**config.mk**
```make
export PLATFORM = sky130hd
export DESIGN_NAME = mm2axis
export DESIGN_NICKNAME = d
export VERILOG_FILES = /design/src/rtl/axis_mm_pkg.sv /design/src/rtl/mm2axis.sv
export SDC_FILE = /design/constraint.sdc
export NUM_CORES = 1
export LEC_CHECK = 0
export ABC_CLOCK_PERIOD_IN_PS = 3400
export CORE_MARGIN = 2
export CORE_UTILIZATION = 54
export CTS_CLUSTER_SIZE = 12
export DETAILED_ROUTE_END_ITERATION = 10
export PLACE_DENSITY = 0.82
export SYNTH_ARGS = -nofsm -noshare
export SYNTH_HDL_FRONTEND = slang
export SYNTH_SLANG_ARGS = --single-unit
```
**constraint.sdc**
```tcl
create_clock -name aclk -period 3.4 [get_ports aclk]
set_input_delay 0.34 -clock aclk [delete_from_list [all_inputs] [get_ports aclk]]
set_output_delay 0.34 -clock aclk [all_outputs]
set_load 0.05 [all_outputs]
```
**src/rtl/axis_mm_pkg.sv**
```systemverilog
// -----------------------------------------------------------------------------
// axis_mm_pkg
// Shared constants for the byte-stream command link. The host-side bridge
// (mm2axis) and the stream-side decoder both import this package, so the
// command opcodes and AXI response codes are defined in exactly one place.
//
// Contents:
//   CMD_NOP / CMD_READ / CMD_WRITE  first byte of every link command
//   RESP_OKAY / RESP_SLVERR         AXI response codes used by the bridge
//   byte_of()                       extracts byte lane idx of a 32-bit word
// -----------------------------------------------------------------------------
package axis_mm_pkg;

    localparam logic [7:0] CMD_NOP   = 8'h00;
    localparam logic [7:0] CMD_READ  = 8'h01;
    localparam logic [7:0] CMD_WRITE = 8'h02;

    localparam logic [1:0] RESP_OKAY   = 2'b00;
    localparam logic [1:0] RESP_SLVERR = 2'b10;

    // Byte lane idx of a little-endian 32-bit word (lane 0 = bits [7:0]).
    function automatic logic [7:0] byte_of(input logic [31:0] word,
                                           input logic [1:0]  idx);
        return word[{idx, 3'b000} +: 8];
    endfunction

endpackage

```
**src/rtl/mm2axis.sv**
```systemverilog
// -----------------------------------------------------------------------------
// mm2axis
// AXI4-Lite slave that turns every access into a command on the byte-stream
// link (m_axis) and collects read replies from the return stream (s_axis).
//
// Link wire format, LSB byte first:
//   write: CMD_WRITE, A[7:0], A[15:8], D[7:0], D[15:8], D[23:16], D[31:24]
//   read : CMD_READ,  A[7:0], A[15:8]   reply: D[7:0] .. D[31:24]
//
// Ports:
//   aclk, aresetn          clock, synchronous active-low reset
//   s_axi_aw* / s_axi_w*   write address / data channels (1-entry holding regs)
//   s_axi_b*               write response
//   s_axi_ar* / s_axi_r*   read address / read data + response
//   m_axis_*               outgoing command bytes (registered tvalid/tdata)
//   s_axis_*               incoming reply bytes (tready registered, always 1)
//   stray_byte             1-cycle pulse: RX byte accepted outside a reply phase
//
// Parameters:
//   TIMEOUT_CYCLES  idle cycles allowed per reply byte before the read is
//                   aborted with SLVERR; 0 waits forever.
// -----------------------------------------------------------------------------
module mm2axis
    import axis_mm_pkg::*;
#(
    parameter int unsigned TIMEOUT_CYCLES = 1024
) (
    input  logic        aclk,
    input  logic        aresetn,

    input  logic [31:0] s_axi_awaddr,
    input  logic [2:0]  s_axi_awprot,
    input  logic        s_axi_awvalid,
    output logic        s_axi_awready,

    input  logic [31:0] s_axi_wdata,
    input  logic [3:0]  s_axi_wstrb,
    input  logic        s_axi_wvalid,
    output logic        s_axi_wready,

    output logic [1:0]  s_axi_bresp,
    output logic        s_axi_bvalid,
    input  logic        s_axi_bready,

    input  logic [31:0] s_axi_araddr,
    input  logic [2:0]  s_axi_arprot,
    input  logic        s_axi_arvalid,
    output logic        s_axi_arready,

    output logic [31:0] s_axi_rdata,
    output logic [1:0]  s_axi_rresp,
    output logic        s_axi_rvalid,
    input  logic        s_axi_rready,

    output logic [7:0]  m_axis_tdata,
    output logic        m_axis_tvalid,
    input  logic        m_axis_tready,

    input  logic [7:0]  s_axis_tdata,
    input  logic        s_axis_tvalid,
    output logic        s_axis_tready,

    output logic        stray_byte
);

    // Timer is wide enough to hold TIMEOUT_CYCLES itself; keep at least 1 bit
    // so the "wait forever" configuration still elaborates.
    localparam int TW = (TIMEOUT_CYCLES > 0) ? $clog2(TIMEOUT_CYCLES + 1) : 1;
    localparam logic [TW-1:0] TMO_MAX = TW'(TIMEOUT_CYCLES);

    // TX_DATA / RX_DATA cover the four data bytes; byte_idx_q selects the lane.
    typedef enum logic [2:0] {
        ST_IDLE,
        ST_TX_CMD,
        ST_TX_A0,
        ST_TX_A1,
        ST_TX_DATA,
        ST_RX_DATA,
        ST_B_RESP,
        ST_R_RESP
    } state_e;

    state_e        state_q,    state_d;
    logic          is_wr_q,    is_wr_d;      // command in flight is a write
    logic [1:0]    byte_idx_q, byte_idx_d;
    logic [TW-1:0] tmr_q,      tmr_d;

    // Holding registers, one entry per address/data channel.
    logic          aw_full_q,  aw_full_d;
    logic [31:0]   aw_addr_q,  aw_addr_d;
    logic          w_full_q,   w_full_d;
    logic [31:0]   w_data_q,   w_data_d;
    logic [3:0]    w_strb_q,   w_strb_d;
    logic          ar_full_q,  ar_full_d;
    logic [31:0]   ar_addr_q,  ar_addr_d;

    // Registered outputs.
    logic          tx_valid_q, tx_valid_d;
    logic [7:0]    tx_data_q,  tx_data_d;
    logic          rx_ready_q, rx_ready_d;
    logic          bvalid_q,   bvalid_d;
    logic [1:0]    bresp_q,    bresp_d;
    logic          rvalid_q,   rvalid_d;
    logic [1:0]    rresp_q,    rresp_d;
    logic [31:0]   rdata_q,    rdata_d;
    logic          stray_q,    stray_d;

    logic          aw_hs, w_hs, ar_hs, tx_hs, rx_hs;
    logic [15:0]   link_addr;

    // Protection bits have no meaning on the link.
    logic          unused_prot;
    assign unused_prot = ^{s_axi_awprot, s_axi_arprot};

    assign s_axi_awready = aresetn & ~aw_full_q;
    assign s_axi_wready  = aresetn & ~w_full_q;
    assign s_axi_arready = aresetn & ~ar_full_q;

    assign s_axi_bvalid  = bvalid_q;
    assign s_axi_bresp   = bresp_q;
    assign s_axi_rvalid  = rvalid_q;
    assign s_axi_rresp   = rresp_q;
    assign s_axi_rdata   = rdata_q;
    assign m_axis_tvalid = tx_valid_q;
    assign m_axis_tdata  = tx_data_q;
    assign s_axis_tready = rx_ready_q;
    assign stray_byte    = stray_q;

    assign aw_hs = s_axi_awvalid & s_axi_awready;
    assign w_hs  = s_axi_wvalid  & s_axi_wready;
    assign ar_hs = s_axi_arvalid & s_axi_arready;
    assign tx_hs = tx_valid_q    & m_axis_tready;
    assign rx_hs = s_axis_tvalid & rx_ready_q;

    assign link_addr = is_wr_q ? aw_addr_q[15:0] : ar_addr_q[15:0];

    // -------------------------------------------------------------------------
    // Next-state and output logic
    // -------------------------------------------------------------------------
    always_comb begin
        // NOTE: every variable gets a default before any branch, so no path
        // leaves a value unassigned and no latch is inferred.
        state_d    = state_q;
        is_wr_d    = is_wr_q;
        byte_idx_d = byte_idx_q;
        tmr_d      = tmr_q;
        aw_full_d  = aw_full_q;
        aw_addr_d  = aw_addr_q;
        w_full_d   = w_full_q;
        w_data_d   = w_data_q;
        w_strb_d   = w_strb_q;
        ar_full_d  = ar_full_q;
        ar_addr_d  = ar_addr_q;
        tx_valid_d = tx_valid_q;
        tx_data_d  = tx_data_q;
        rx_ready_d = 1'b1;
        bvalid_d   = bvalid_q;
        bresp_d    = bresp_q;
        rvalid_d   = rvalid_q;
        rresp_d    = rresp_q;
        rdata_d    = rdata_q;
        stray_d    = 1'b0;

        // Channels latch independently; ready is low while full, so a latch
        // and the release below can never coincide for the same register.
        if (aw_hs) begin
            aw_full_d = 1'b1;
            aw_addr_d = s_axi_awaddr;
        end
        if (w_hs) begin
            w_full_d = 1'b1;
            w_data_d = s_axi_wdata;
            w_strb_d = s_axi_wstrb;
        end
        if (ar_hs) begin
            ar_full_d = 1'b1;
            ar_addr_d = s_axi_araddr;
        end

        // Return-stream bytes are always accepted; outside a reply they are
        // dropped and flagged.
        if (rx_hs && state_q != ST_RX_DATA) begin
            stray_d = 1'b1;
        end

        unique case (state_q)
            ST_IDLE: begin
                // A complete write wins over a pending read.
                if (aw_full_q && w_full_q) begin
                    if (aw_addr_q[31:16] != 16'h0000) begin
                        bvalid_d = 1'b1;
                        bresp_d  = RESP_SLVERR;
                        state_d  = ST_B_RESP;
                    end else if (w_strb_q == 4'b0000) begin
                        // Nothing to write: acknowledge without touching the link.
                        bvalid_d = 1'b1;
                        bresp_d  = RESP_OKAY;
                        state_d  = ST_B_RESP;
                    end else begin
                        // Link has no byte enables; the whole word is sent.
                        is_wr_d    = 1'b1;
                        tx_valid_d = 1'b1;
                        tx_data_d  = CMD_WRITE;
                        state_d    = ST_TX_CMD;
                    end
                end else if (ar_full_q) begin
                    if (ar_addr_q[31:16] != 16'h0000) begin
                        rvalid_d = 1'b1;
                        rresp_d  = RESP_SLVERR;
                        rdata_d  = 32'h0;
                        state_d  = ST_R_RESP;
                    end else begin
                        is_wr_d    = 1'b0;
                        tx_valid_d = 1'b1;
                        tx_data_d  = CMD_READ;
                        state_d    = ST_TX_CMD;
                    end
                end
            end

            // TX states name the byte currently presented on m_axis; each
            // handshake loads the following byte so there is no bubble.
            ST_TX_CMD: begin
                if (tx_hs) begin
                    tx_data_d = link_addr[7:0];
                    state_d   = ST_TX_A0;
                end
            end

            ST_TX_A0: begin
                if (tx_hs) begin
                    tx_data_d = link_addr[15:8];
                    state_d   = ST_TX_A1;
                end
            end

            ST_TX_A1: begin
                if (tx_hs) begin
                    byte_idx_d = 2'd0;
                    if (is_wr_q) begin
                        tx_data_d = byte_of(w_data_q, 2'd0);
                        state_d   = ST_TX_DATA;
                    end else begin
                        tx_valid_d = 1'b0;
                        tmr_d      = '0;
                        state_d    = ST_RX_DATA;
                    end
                end
            end

            ST_TX_DATA: begin
                if (tx_hs) begin
                    if (byte_idx_q == 2'd3) begin
                        tx_valid_d = 1'b0;
                        bvalid_d   = 1'b1;
                        bresp_d    = RESP_OKAY;
                        state_d    = ST_B_RESP;
                    end else begin
                        byte_idx_d = byte_idx_q + 2'd1;
                        tx_data_d  = byte_of(w_data_q, byte_idx_q + 2'd1);
                    end
                end
            end

            ST_RX_DATA: begin
                if (rx_hs) begin
                    // Shift in from the top: after four bytes the first one
                    // received sits in [7:0]. rvalid is low meanwhile.
                    rdata_d = {s_axis_tdata, rdata_q[31:8]};
                    tmr_d   = '0;
                    if (byte_idx_q == 2'd3) begin
                        rvalid_d = 1'b1;
                        rresp_d  = RESP_OKAY;
                        state_d  = ST_R_RESP;
                    end else begin
                        byte_idx_d = byte_idx_q + 2'd1;
                    end
                end else if (TIMEOUT_CYCLES != 0) begin
                    if (tmr_q == TMO_MAX) begin
                        // Peer went silent: drop partial bytes and fail the read.
                        rvalid_d = 1'b1;
                        rresp_d  = RESP_SLVERR;
                        rdata_d  = 32'h0;
                        state_d  = ST_R_RESP;
                    end else begin
                        tmr_d = tmr_q + TW'(1);
                    end
                end
            end

            ST_B_RESP: begin
                if (bvalid_q && s_axi_bready) begin
                    bvalid_d  = 1'b0;
                    aw_full_d = 1'b0;
                    w_full_d  = 1'b0;
                    state_d   = ST_IDLE;
                end
            end

            ST_R_RESP: begin
                if (rvalid_q && s_axi_rready) begin
                    rvalid_d  = 1'b0;
                    ar_full_d = 1'b0;
                    state_d   = ST_IDLE;
                end
            end

            default: begin
                state_d = ST_IDLE;
            end
        endcase
    end

    // -------------------------------------------------------------------------
    // State register
    // -------------------------------------------------------------------------
    // NOTE: sequential state uses non-blocking assignments so every register
    // samples the pre-edge values regardless of statement order.
    always_ff @(posedge aclk) begin
        if (!aresetn) begin
            state_q    <= ST_IDLE;
            is_wr_q    <= 1'b0;
            byte_idx_q <= 2'd0;
            tmr_q      <= '0;
            aw_full_q  <= 1'b0;
            w_full_q   <= 1'b0;
            ar_full_q  <= 1'b0;
            // NOTE: the holding-register payloads are only read while their
            // full flag is set, but they are cleared anyway so a reset leaves
            // no stale address or data visible in debug.
            aw_addr_q  <= 32'h0;
            w_data_q   <= 32'h0;
            w_strb_q   <= 4'h0;
            ar_addr_q  <= 32'h0;
            tx_valid_q <= 1'b0;
            tx_data_q  <= 8'h00;
            rx_ready_q <= 1'b0;
            bvalid_q   <= 1'b0;
            bresp_q    <= RESP_OKAY;
            rvalid_q   <= 1'b0;
            rresp_q    <= RESP_OKAY;
            rdata_q    <= 32'h0;
            stray_q    <= 1'b0;
        end else begin
            state_q    <= state_d;
            is_wr_q    <= is_wr_d;
            byte_idx_q <= byte_idx_d;
            tmr_q      <= tmr_d;
            aw_full_q  <= aw_full_d;
            w_full_q   <= w_full_d;
            ar_full_q  <= ar_full_d;
            aw_addr_q  <= aw_addr_d;
            w_data_q   <= w_data_d;
            w_strb_q   <= w_strb_d;
            ar_addr_q  <= ar_addr_d;
            tx_valid_q <= tx_valid_d;
            tx_data_q  <= tx_data_d;
            rx_ready_q <= rx_ready_d;
            bvalid_q   <= bvalid_d;
            bresp_q    <= bresp_d;
            rvalid_q   <= rvalid_d;
            rresp_q    <= rresp_d;
            rdata_q    <= rdata_d;
            stray_q    <= stray_d;
        end
    end

endmodule
```
=== After elaboration in Yosys (flattened, before gate mapping) ===
Index checks and enable logic that the tools add are counted.

* Input port bits: 123
* Logic and storage cells: 194
* Output and inout port bits: 52
* Register bits after elaboration: 169

* Equality and inequality tests: 36
* Bitwise gates (word level): 11
* Add/sub/neg operators: 2
* Mux-type cells: 96
* Shift-type cells: 1
* Reduce and logical (&&, ||, !) cells: 28

{| class="wikitable"
|+ Operators with widths
! cell !! count
|-
| two-way mux 32 bit || 5
|-
| two-way mux 8 bit || 11
|-
| case mux 32 bit (2 select lines) || 1
|-
| two-way mux 3 bit || 15
|-
| two-way mux 11 bit || 4
|-
| case mux 8 bit (5 select lines) || 1
|-
| two-way mux 1 bit || 36
|-
| inequality test 2 bit, second input constant || 18
|-
| nonzero test 16 bit || 2
|-
| indexed part select 32 x 6 -> 8 bit || 1
|-
| two-way mux 2 bit || 14
|-
| inequality test 3 bit, second input constant || 9
|-
| case mux 3 bit (8 select lines) || 1
|-
| case mux 11 bit (2 select lines) || 1
|-
| two-way mux 16 bit || 1
|-
| AND reduction 5 bit || 3
|-
| equality test 3 bit, second input constant || 4
|-
| AND reduction 6 bit || 2
|-
| nonzero test 3 bit || 4
|-
| adder 11 x 1 -> 11 bit, second input constant || 1
|-
| equality test 11 bit, second input constant || 1
|-
| AND reduction 11 bit || 1
|-
| AND reduction 10 bit || 1
|-
| case mux 1 bit (3 select lines) || 3
|-
| 16 further kinds || 34
|}

=== Logic depth before layout (Yosys ltp) ===
Gate-level depths: netlist of run 1.

* Depth after elaboration: 6
* Gate-level depth with buffers: 9
* Mapped depth without buffers: 7

=== Worst setup path after synthesis of run 1 ===
Ideal clock, no wire load.

* Path kind: input to register
* Start: in aresetn
* End: reg ar_addr_q[26]
* Required time: 3.326 ns
* Stages: 9
* Setup time: 0.074 ns
* Path slack: 1.084 ns
* Path buffers: 4
* Arrival: 2.242 ns
* Path through: clkbuf_1 -> inv_1 -> clkbuf_8 -> nor2_1 -> and2_1 -> clkbuf_1 -> clkbuf_1 -> nand2_1 -> o21ai_0

* Cells in the longest elaborated chain, start to end: 2

{| class="wikitable"
|+ RTL lines
! item !! RTL line !! source
|-
| start, declared || mm2axis.sv:29 || <nowiki>input logic aresetn,</nowiki>
|-
| bitwise AND 1 bit || mm2axis.sv:117 || <nowiki>assign s_axi_arready = aresetn & ~ar_full_q;</nowiki>
|-
| net s_axi_arready || mm2axis.sv:48 || <nowiki>output logic s_axi_arready,</nowiki>
|-
| bitwise AND 1 bit || mm2axis.sv:131 || <nowiki>assign ar_hs = s_axi_arvalid & s_axi_arready;</nowiki>
|-
| end signal, assigned || mm2axis.sv:355 || <nowiki>ar_addr_q <= ar_addr_d;</nowiki>
|-
| end, declared || mm2axis.sv:95 || <nowiki>logic [31:0] ar_addr_q, ar_addr_d;</nowiki>
|}

The timed path passes the listed nets, and every way through them passes these cells.
A chain may end at the register's enable or synchronous reset.

=== Final worst setup path of run 1 ===
* Start: reg byte_idx_q[0]
* End: reg tx_data_q[1], in the netlist m_axis_tdata[1]

* Cells in the longest elaborated chain, start to end: 5
* Elaborated cells on any way between the ends: 8
* Classes of those cells: 1 x add/sub; 2 x eq/ne; 1 x shift; 3 x mux; 1 x reduce/logical

{| class="wikitable"
|+ RTL lines
! item !! RTL line !! source
|-
| start, declared || mm2axis.sv:85 || <nowiki>logic [1:0] byte_idx_q, byte_idx_d;</nowiki>
|-
| start signal, assigned || mm2axis.sv:347 || <nowiki>byte_idx_q <= byte_idx_d;</nowiki>
|-
| adder 2 x 1 -> 2 bit || mm2axis.sv:260 || <nowiki>tx_data_d = byte_of(w_data_q, byte_idx_q + 2'd1);</nowiki>
|-
| indexed part select 32 x 6 -> 8 bit || axis_mm_pkg.sv:24 || <nowiki>return word[{idx, 3'b000} +: 8];</nowiki>
|-
| two-way mux 8 bit || mm2axis.sv:253 || <nowiki>if (byte_idx_q == 2'd3) begin</nowiki>
|-
| two-way mux 8 bit || mm2axis.sv:252 || <nowiki>if (tx_hs) begin</nowiki>
|-
| case mux 8 bit (5 select lines) || mm2axis.sv:186 || <nowiki>unique case (state_q)</nowiki>
|-
| end signal, assigned || mm2axis.sv:357 || <nowiki>tx_data_q <= tx_data_d;</nowiki>
|-
| end, declared || mm2axis.sv:99 || <nowiki>logic [7:0] tx_data_q, tx_data_d;</nowiki>
|}

Several ways; a longest one is shown, not always the timed one. The select of a mux whose other input is x is not followed.

==> summary.md, run 1 <==
Run status
- **result of the run** completed

Finish
- **proportion of layout cells with a drive suffix above 1** 8.40%
- **number of inserted diodes** 0
- **Total Nets Final** 1,138
- **final-layout fill cell count** 1,061
- **combined area of the multi-input logic cells** 3530 um^2
- **flip-flop and latch area** 3340 um^2
- **final instance area** 9400 um^2
- **synthesis-to-layout area growth** 30.2%
- **post-route insts no fill** 1,200
- **post-layout util** 71.6%

Die
- **die area** 14,300 um^2
- **Die Ht** 120 um
- **placeable core region** 13,100 um^2
- **Die X-Extent** 120 um
- **initial core utilization** 55.0%
- **number of I/O pins** 175
- **Core Rows** 42

Synth
- **Synth async-reset ratio** 0%
- **Gate Count Post-Synth** 886
- **top-count cell post-synth** sky130_fd_sc_hd__nand2_1
- **sequential fraction of the synthesis area** 46.3%
- **share of the synthesized area in the top cell type** 46.3%
- **leading post-synthesis cells by instance count** sky130_fd_sc_hd__nand2_1, sky130_fd_sc_hd__dfxtp_1, sky130_fd_sc_hd__o21ai_0
- **Distinct cells, synth** 69
- **Post-Synthesis Cell Area** 7220 um^2
- **top cell type by total area after synthesis** sky130_fd_sc_hd__dfxtp_1
- **synthesis-stage register bit count** 167
- **Mapped Avg Cell Area** 8.15 um^2
- **ys flop type** sky130_fd_sc_hd__dfxtp_1
- **cell types with the largest area share after synthesis** sky130_fd_sc_hd__dfxtp_1, sky130_fd_sc_hd__nand2_1, sky130_fd_sc_hd__o21ai_0
- **EDFF count, synth** 0
- **Warnings, synthesis** 0

Route
- **drt pass-1 iters** 5
- **final WL** 18.1 mm
- **violation count after the first detailed-route iteration** 592
- **DRC violation count after routing** 0
- **number of nets with antenna violations after routing** 0
- **DR vias** 6,595
- **DR WL/cell** 15.1 um
- **number of vias per cell after detailed routing** 5.50

Placed design
- **DP Worst Slack** 0.802 ns
- **total placed cells including tap cells** 1,169
- **Routability Congestion** 0.888
- **number of input and output port buffers inserted** 166
- **Post-DP HPWL** 12.1 mm
- **Placement Cell Area** 8830 um^2

Power
- **cell leakage power** 3.33 nW
- **highest ir drop seen on vdd** 0.000407 V
- **power after layout** 5.61 mW
- **power density of the placed cells** 596 nW/um^2

Global route
- **initial antenna violation count** 0
- **grt ovf** 0
- **via count of the first global-routing pass** 6,193
- **maximum number of pins on one net before global-route repair** 73
- **All-Layer GR Usage** 25.5%
- **global-route wire length before repair** 29.1 mm

Timing
- **number of setup violations in the final report** 0
- **final slew viol count** 0
- **setup repair after global routing missed its margin** false
- **post-route setup TNS** 0 ns
- **worst hold slack** 0.323 ns
- **clock skew after layout** 0.00911 ns
- **ratio of final minimum period to clock period** 76.4%
- **shortest period the worst path allows** 2.60 ns
- **Max Clk Rate** 385 MHz
- **crit path setup slack, layout** 0.803 ns
- **transition time of the tightest slew-check pin** 1.04 ns
- **relative slew slack** 30.8%
- **Fin. Hold Viols** 0

Worst setup path
- **worst-path fanout max** 11
- **category of the critical setup timing path** reg -> reg
- **Worst Path Arrival** 2.90 ns
- **Worst setup EP type** flop
- **kind of start point of the critical path** flop
- **WP data required** 3.70 ns

CTS
- **clock buffers created by TritonCTS** 17
- **TritonCTS Sinks** 167
- **worst-case clock buffer depth** 2
- **CTS H-Tree Depth** 4
- **source-to-sink clock delay at the later pin of the worst-skew pair** 0.44 ns
- **clock root cell** sky130_fd_sc_hd__clkbuf_16
- **Clock Pin Slew Worst Setup and Hold Paths** 0.06 ns
- **TritonCTS clock tree** built
- **Post-CTS Hold Fix Bufs** 0
- **post-CTS resize count** 0
- **post-CTS repair timing setup buffer count** 0

Hold path
- **class of the most critical hold timing path** in -> reg

Job
- **max-cap violation count** 0

-- layer usage --
layer | vias up | GRT usage (%) | wire [um]
met1 | 3051 | 31.5 | 7790
li1 | 3309 | - | -
met4 | 0 | 13.6 | 678
met3 | 45 | 5.42 | 922
met5 | - | 0 | 0
met2 | 190 | 41.8 | 8730
-- cells by family (layout without fill, tap and decap cells) --
logic type	Yosys count	count (layout)	synth area share [%]
other cells	1	2	0.0519
compound gates	245	245	20.1
buf+inv	75	212	5.04
fa+ha+maj	3	3	0.520
flops	167	167	46.3
mux	32	32	6.06
simple gates	363	363	22.0
-- area by class of cell --
type	count	share of cell area, %
multi-input cells	645	37.5
repair buffers	173	18.1
clock buffers	23	5.08
inverters	8	0.319
clock inverters	8	1.04
flip-flops and latches	167	35.6
well taps	176	2.34
-- cell usage in the layout (no fill, tap or decap), types with 4 or more instances in the layout --
cell type	instances
sky130_fd_sc_hd__a221o_1	6
sky130_fd_sc_hd__nand3_1	5
sky130_fd_sc_hd__nand3b_1	6
sky130_fd_sc_hd__clkbuf_16	17
sky130_fd_sc_hd__nand4_1	5
sky130_fd_sc_hd__dfxtp_1	167
sky130_fd_sc_hd__o21ai_1	4
sky130_fd_sc_hd__nor4_1	9
sky130_fd_sc_hd__mux2_2	14
sky130_fd_sc_hd__inv_1	8
sky130_fd_sc_hd__mux4_2	8
sky130_fd_sc_hd__clkdlybuf4s50_1	162
sky130_fd_sc_hd__a21oi_1	54
sky130_fd_sc_hd__mux2i_1	10
sky130_fd_sc_hd__and3_1	5
sky130_fd_sc_hd__nand2_1	264
sky130_fd_sc_hd__a22o_1	6
sky130_fd_sc_hd__or3_1	7
sky130_fd_sc_hd__buf_4	11
sky130_fd_sc_hd__and2_2	4
sky130_fd_sc_hd__nand2b_1	4
sky130_fd_sc_hd__nor2_1	26
sky130_fd_sc_hd__o21ai_0	142
sky130_fd_sc_hd__nor3_1	8
-- registers in the layout, indices dropped and copies added (netlist names), 3 cells and up --
| signal | flops |
|---|---|
| aw_addr_q | 32 |
| w_data_q | 32 |
| s_axi_rdata | 32 |
| m_axis_tdata | 8 |
| state_q | 3 |
| w_strb_q | 4 |
| ar_addr_q | 32 |
| tmr_q | 11 |
-- final timing paths --
path                 startpoint         endpoint  slack (ns)  depth (start not counted)
setup / recovery  byte_idx_q[0]  m_axis_tdata[1]        0.80                          6
hold / removal          aresetn    s_axis_tready        0.32                          1
setup reg to reg  byte_idx_q[0]  m_axis_tdata[1]        0.80                          6
hold reg to reg   aw_addr_q[17]    aw_addr_q[17]        0.46                          2
-- worst max-delay path: stages, from the launching register on --
cell and delay, ns:
sky130_fd_sc_hd__dfxtp_1 0.63, sky130_fd_sc_hd__ha_1 0.57, sky130_fd_sc_hd__mux4_2 0.56, sky130_fd_sc_hd__nand2b_1 0.15, sky130_fd_sc_hd__a222oi_1 0.31, sky130_fd_sc_hd__or3_1 0.17
sky130_fd_sc_hd__mux2i_1 0.06
-- report_power, final --
| group | internal [mW] | leakage, nW | switching [mW] |
|---|---|---|---|
| logic | 0.602 | 1.69 | 0.819 |
| clock network | 1.13 | 0.275 | 0.761 |
| registers | 2.10 | 1.37 | 0.196 |
| total | 3.83 | 3.33 | 1.78 |
No activity file was read; power rests on OpenSTA's default activity.
==> run 2, diff against run 1 <==
--- a/config.mk
+++ b/config.mk
@@ -5,12 +5,12 @@
 export SDC_FILE = /design/constraint.sdc
 export NUM_CORES = 1
 export LEC_CHECK = 0
-export ABC_CLOCK_PERIOD_IN_PS = 3400
+export ABC_CLOCK_PERIOD_IN_PS = 2200
 export CORE_MARGIN = 2
-export CORE_UTILIZATION = 54
+export CORE_UTILIZATION = 45
 export CTS_CLUSTER_SIZE = 12
 export DETAILED_ROUTE_END_ITERATION = 10
-export PLACE_DENSITY = 0.82
+export PLACE_DENSITY = 0.73
 export SYNTH_ARGS = -nofsm -noshare
 export SYNTH_HDL_FRONTEND = slang
 export SYNTH_SLANG_ARGS = --single-unit
==> constraint.sdc (replaced) <==
create_clock -name aclk -period 2.2 [get_ports aclk]
set_input_delay 0.22 -clock aclk [delete_from_list [all_inputs] [get_ports aclk]]
set_output_delay 0.22 -clock aclk [all_outputs]
set_load 0.05 [all_outputs]
==> summary.md, run 2 (synthesis gave the netlist of run 1 again) <==
Route
- **drt pass-1 iters** 5
- **violation count after the first detailed-route iteration** 528
- **DR WL/cell** 14.9 um
- **DRC violation count after routing** 0
- **number of vias per cell after detailed routing** 5.25
- **number of nets with antenna violations after routing** 0
- **final WL** 18.8 mm
- **DR vias** 6,627

Global route
- **maximum number of pins on one net before global-route repair** 73
- **initial antenna violation count** 0
- **met1 track demand over resource** 29.0%
- **grt ovf** 0
- **most used routing layer** met2
- **via count of the first global-routing pass** 6,048
- **GR met3 Demand/Resource** 5.66%
- **global routing usage on met2** 35.6%
- **All-Layer GR Usage** 22.2%
- **global-route wire length before repair** 29.9 mm

Hold path
- **class of the most critical hold timing path** in -> reg

Worst setup path
- **Cell Chain, Critical Path** buf_4 > o21ai_0 > and3_4 > a311oi_4 > o211ai_2 > a221oi_2
- **worst-path fanout max** 12
- **Largest stage delay, worst path** 0.54 ns
- **WP data required** 2.55 ns
- **Worst Path Arrival** 2.33 ns
- **kind of start point of the critical path** flop
- **slowest stage cell, crit path** sky130_fd_sc_hd__dfxtp_1
- **Worst setup EP type** flop
- **category of the critical setup timing path** reg -> reg

Placed design
- **Routability Congestion** 0.900
- **Post-DP HPWL** 13.0 mm
- **total placed cells including tap cells** 1,230
- **Placement Cell Area** 9150 um^2
- **number of input and output port buffers inserted** 166

Finish
- **proportion of layout cells with a drive suffix above 1** 10.4%
- **Total Nets Final** 1,160
- **final-layout fill cell count** 1,399
- **most common cell after layout, fill and taps aside** sky130_fd_sc_hd__nand2_1
- **commonest cells after routing, fill and taps aside** sky130_fd_sc_hd__nand2_1, sky130_fd_sc_hd__dfxtp_1, sky130_fd_sc_hd__clkdlybuf4s50_1
- **synthesis-to-layout area growth** 35.2%
- **post-route insts no fill** 1,263
- **number of inserted diodes** 0
- **post-layout util** 61.9%
- **final instance area** 9760 um^2

Timing
- **ratio of final minimum period to clock period** 90.0%
- **final slew viol count** 0
- **Fin. Hold Viols** 0
- **transition time of the tightest slew-check pin** 0.599 ns
- **post-route setup TNS** 0 ns
- **number of setup violations in the final report** 0
- **clock skew after layout** 0.00769 ns
- **setup repair after global routing missed its margin** false
- **Max Clk Rate** 505 MHz
- **relative slew slack** 60.1%
- **shortest period the worst path allows** 1.98 ns

Power
- **highest ir drop seen on vdd** 0.000623 V
- **power after layout** 9.00 mW
- **cell leakage power** 3.49 nW
- **power density of the placed cells** 921 nW/um^2

Die
- **placeable core region** 15,800 um^2
- **initial core utilization** 45.8%
- **Die Ht** 131 um
- **number of I/O pins** 175
- **die area** 17,100 um^2
- **Core Rows** 46
- **Die X-Extent** 131 um

Run status
- **result of the run** completed

CTS
- **CTS H-Tree Depth** 4
- **source-to-sink clock delay at the later pin of the worst-skew pair** 0.43 ns
- **post-CTS repair timing setup buffer count** 0
- **clock buffers created by TritonCTS** 17
- **TritonCTS clock tree** built
- **TritonCTS Sinks** 167
- **worst-case clock buffer depth** 2
- **clock root cell** sky130_fd_sc_hd__clkbuf_16
- **Clock Pin Slew Worst Setup and Hold Paths** 0.06 ns

Job
- **max-cap violation count** 0

run 2: cell types whose count changed in the layout (fill, tap and decap cells not counted):
| cell | before | now |
|---|---|---|
| sky130_fd_sc_hd__nor4b_2 | 0 | 1 |
| sky130_fd_sc_hd__dlygate4sd3_1 | 0 | 1 |
| sky130_fd_sc_hd__clkinv_2 | 3 | 2 |
| sky130_fd_sc_hd__clkinv_4 | 0 | 2 |
| sky130_fd_sc_hd__buf_4 | 11 | 23 |
| sky130_fd_sc_hd__nor4b_1 | 1 | 0 |
| sky130_fd_sc_hd__buf_12 | 0 | 9 |
| sky130_fd_sc_hd__inv_6 | 0 | 1 |
| sky130_fd_sc_hd__bufinv_16 | 2 | 3 |
| sky130_fd_sc_hd__clkbuf_8 | 3 | 1 |
run 2: final timing paths:
check | start | end | slack, ns | cells after the start
setup / recovery | state_q[1] | state_q[1] | 0.22 | 6
hold / removal | s_axis_tdata[1] | s_axi_rdata[25] | 0.34 | 3
setup reg to reg | state_q[1] | state_q[1] | 0.22 | 6
hold reg to reg | ar_addr_q[13] | ar_addr_q[13] | 0.45 | 2
run 2: critical path: cells and delay by family (launching register included):
kind | cells | cell delay (ns)
AO/OA/AOI/OAI | 4 | 0.87
flip-flops | 1 | 0.54
buffers and inverters | 1 | 0.24
AND/OR/NAND/NOR | 1 | 0.24
run 2: area by class of cell:
class | count | area (um^2) | share of cell area (%)
well taps | 216 | 270 | 2.77
inverters | 8 | 30.0 | 0.308
clock buffers | 21 | 450 | 4.61
multi-input cells | 645 | 3540 | 36.2
clock inverters | 11 | 149 | 1.52
flip-flops and latches | 167 | 3340 | 34.2
repair buffers | 195 | 1980 | 20.3
run 2: layer usage:
layer | vias up | share of wire (%)
li1 | 3352 | -
met1 | 3025 | 44
met2 | 216 | 48
met3 | 34 | 5.7
met4 | 0 | 2.4
met5 | - | 0
run 2: timing repair:
| action | CTS | global route |
|---|---|---|
| hold buffers | 1 | 0 |
| endpoints found under the hold margin | 1 | 0 |
| resized for setup | 0 | 1 |
| setup endpoints to repair | 0 | 3 |
run 2: power breakdown:
part           leakage, nW  internal (mW)  switching, mW
registers             1.37           3.24          0.191
logic                 1.84           1.12           1.41
clock network        0.284           1.82           1.21
run 2: metrics by stage:
| step | worst slack [ns] | hold slack, ns |
|---|---|---|
| floorplan | 0.00414 | 0.248 |
| global placement | 0.237 | 0.427 |
| detailed placement | 0.199 | 0.427 |
| CTS | 0.171 | 0.333 |
| global route | 0.0697 | 0.344 |
| finish | 0.220 | 0.340 |
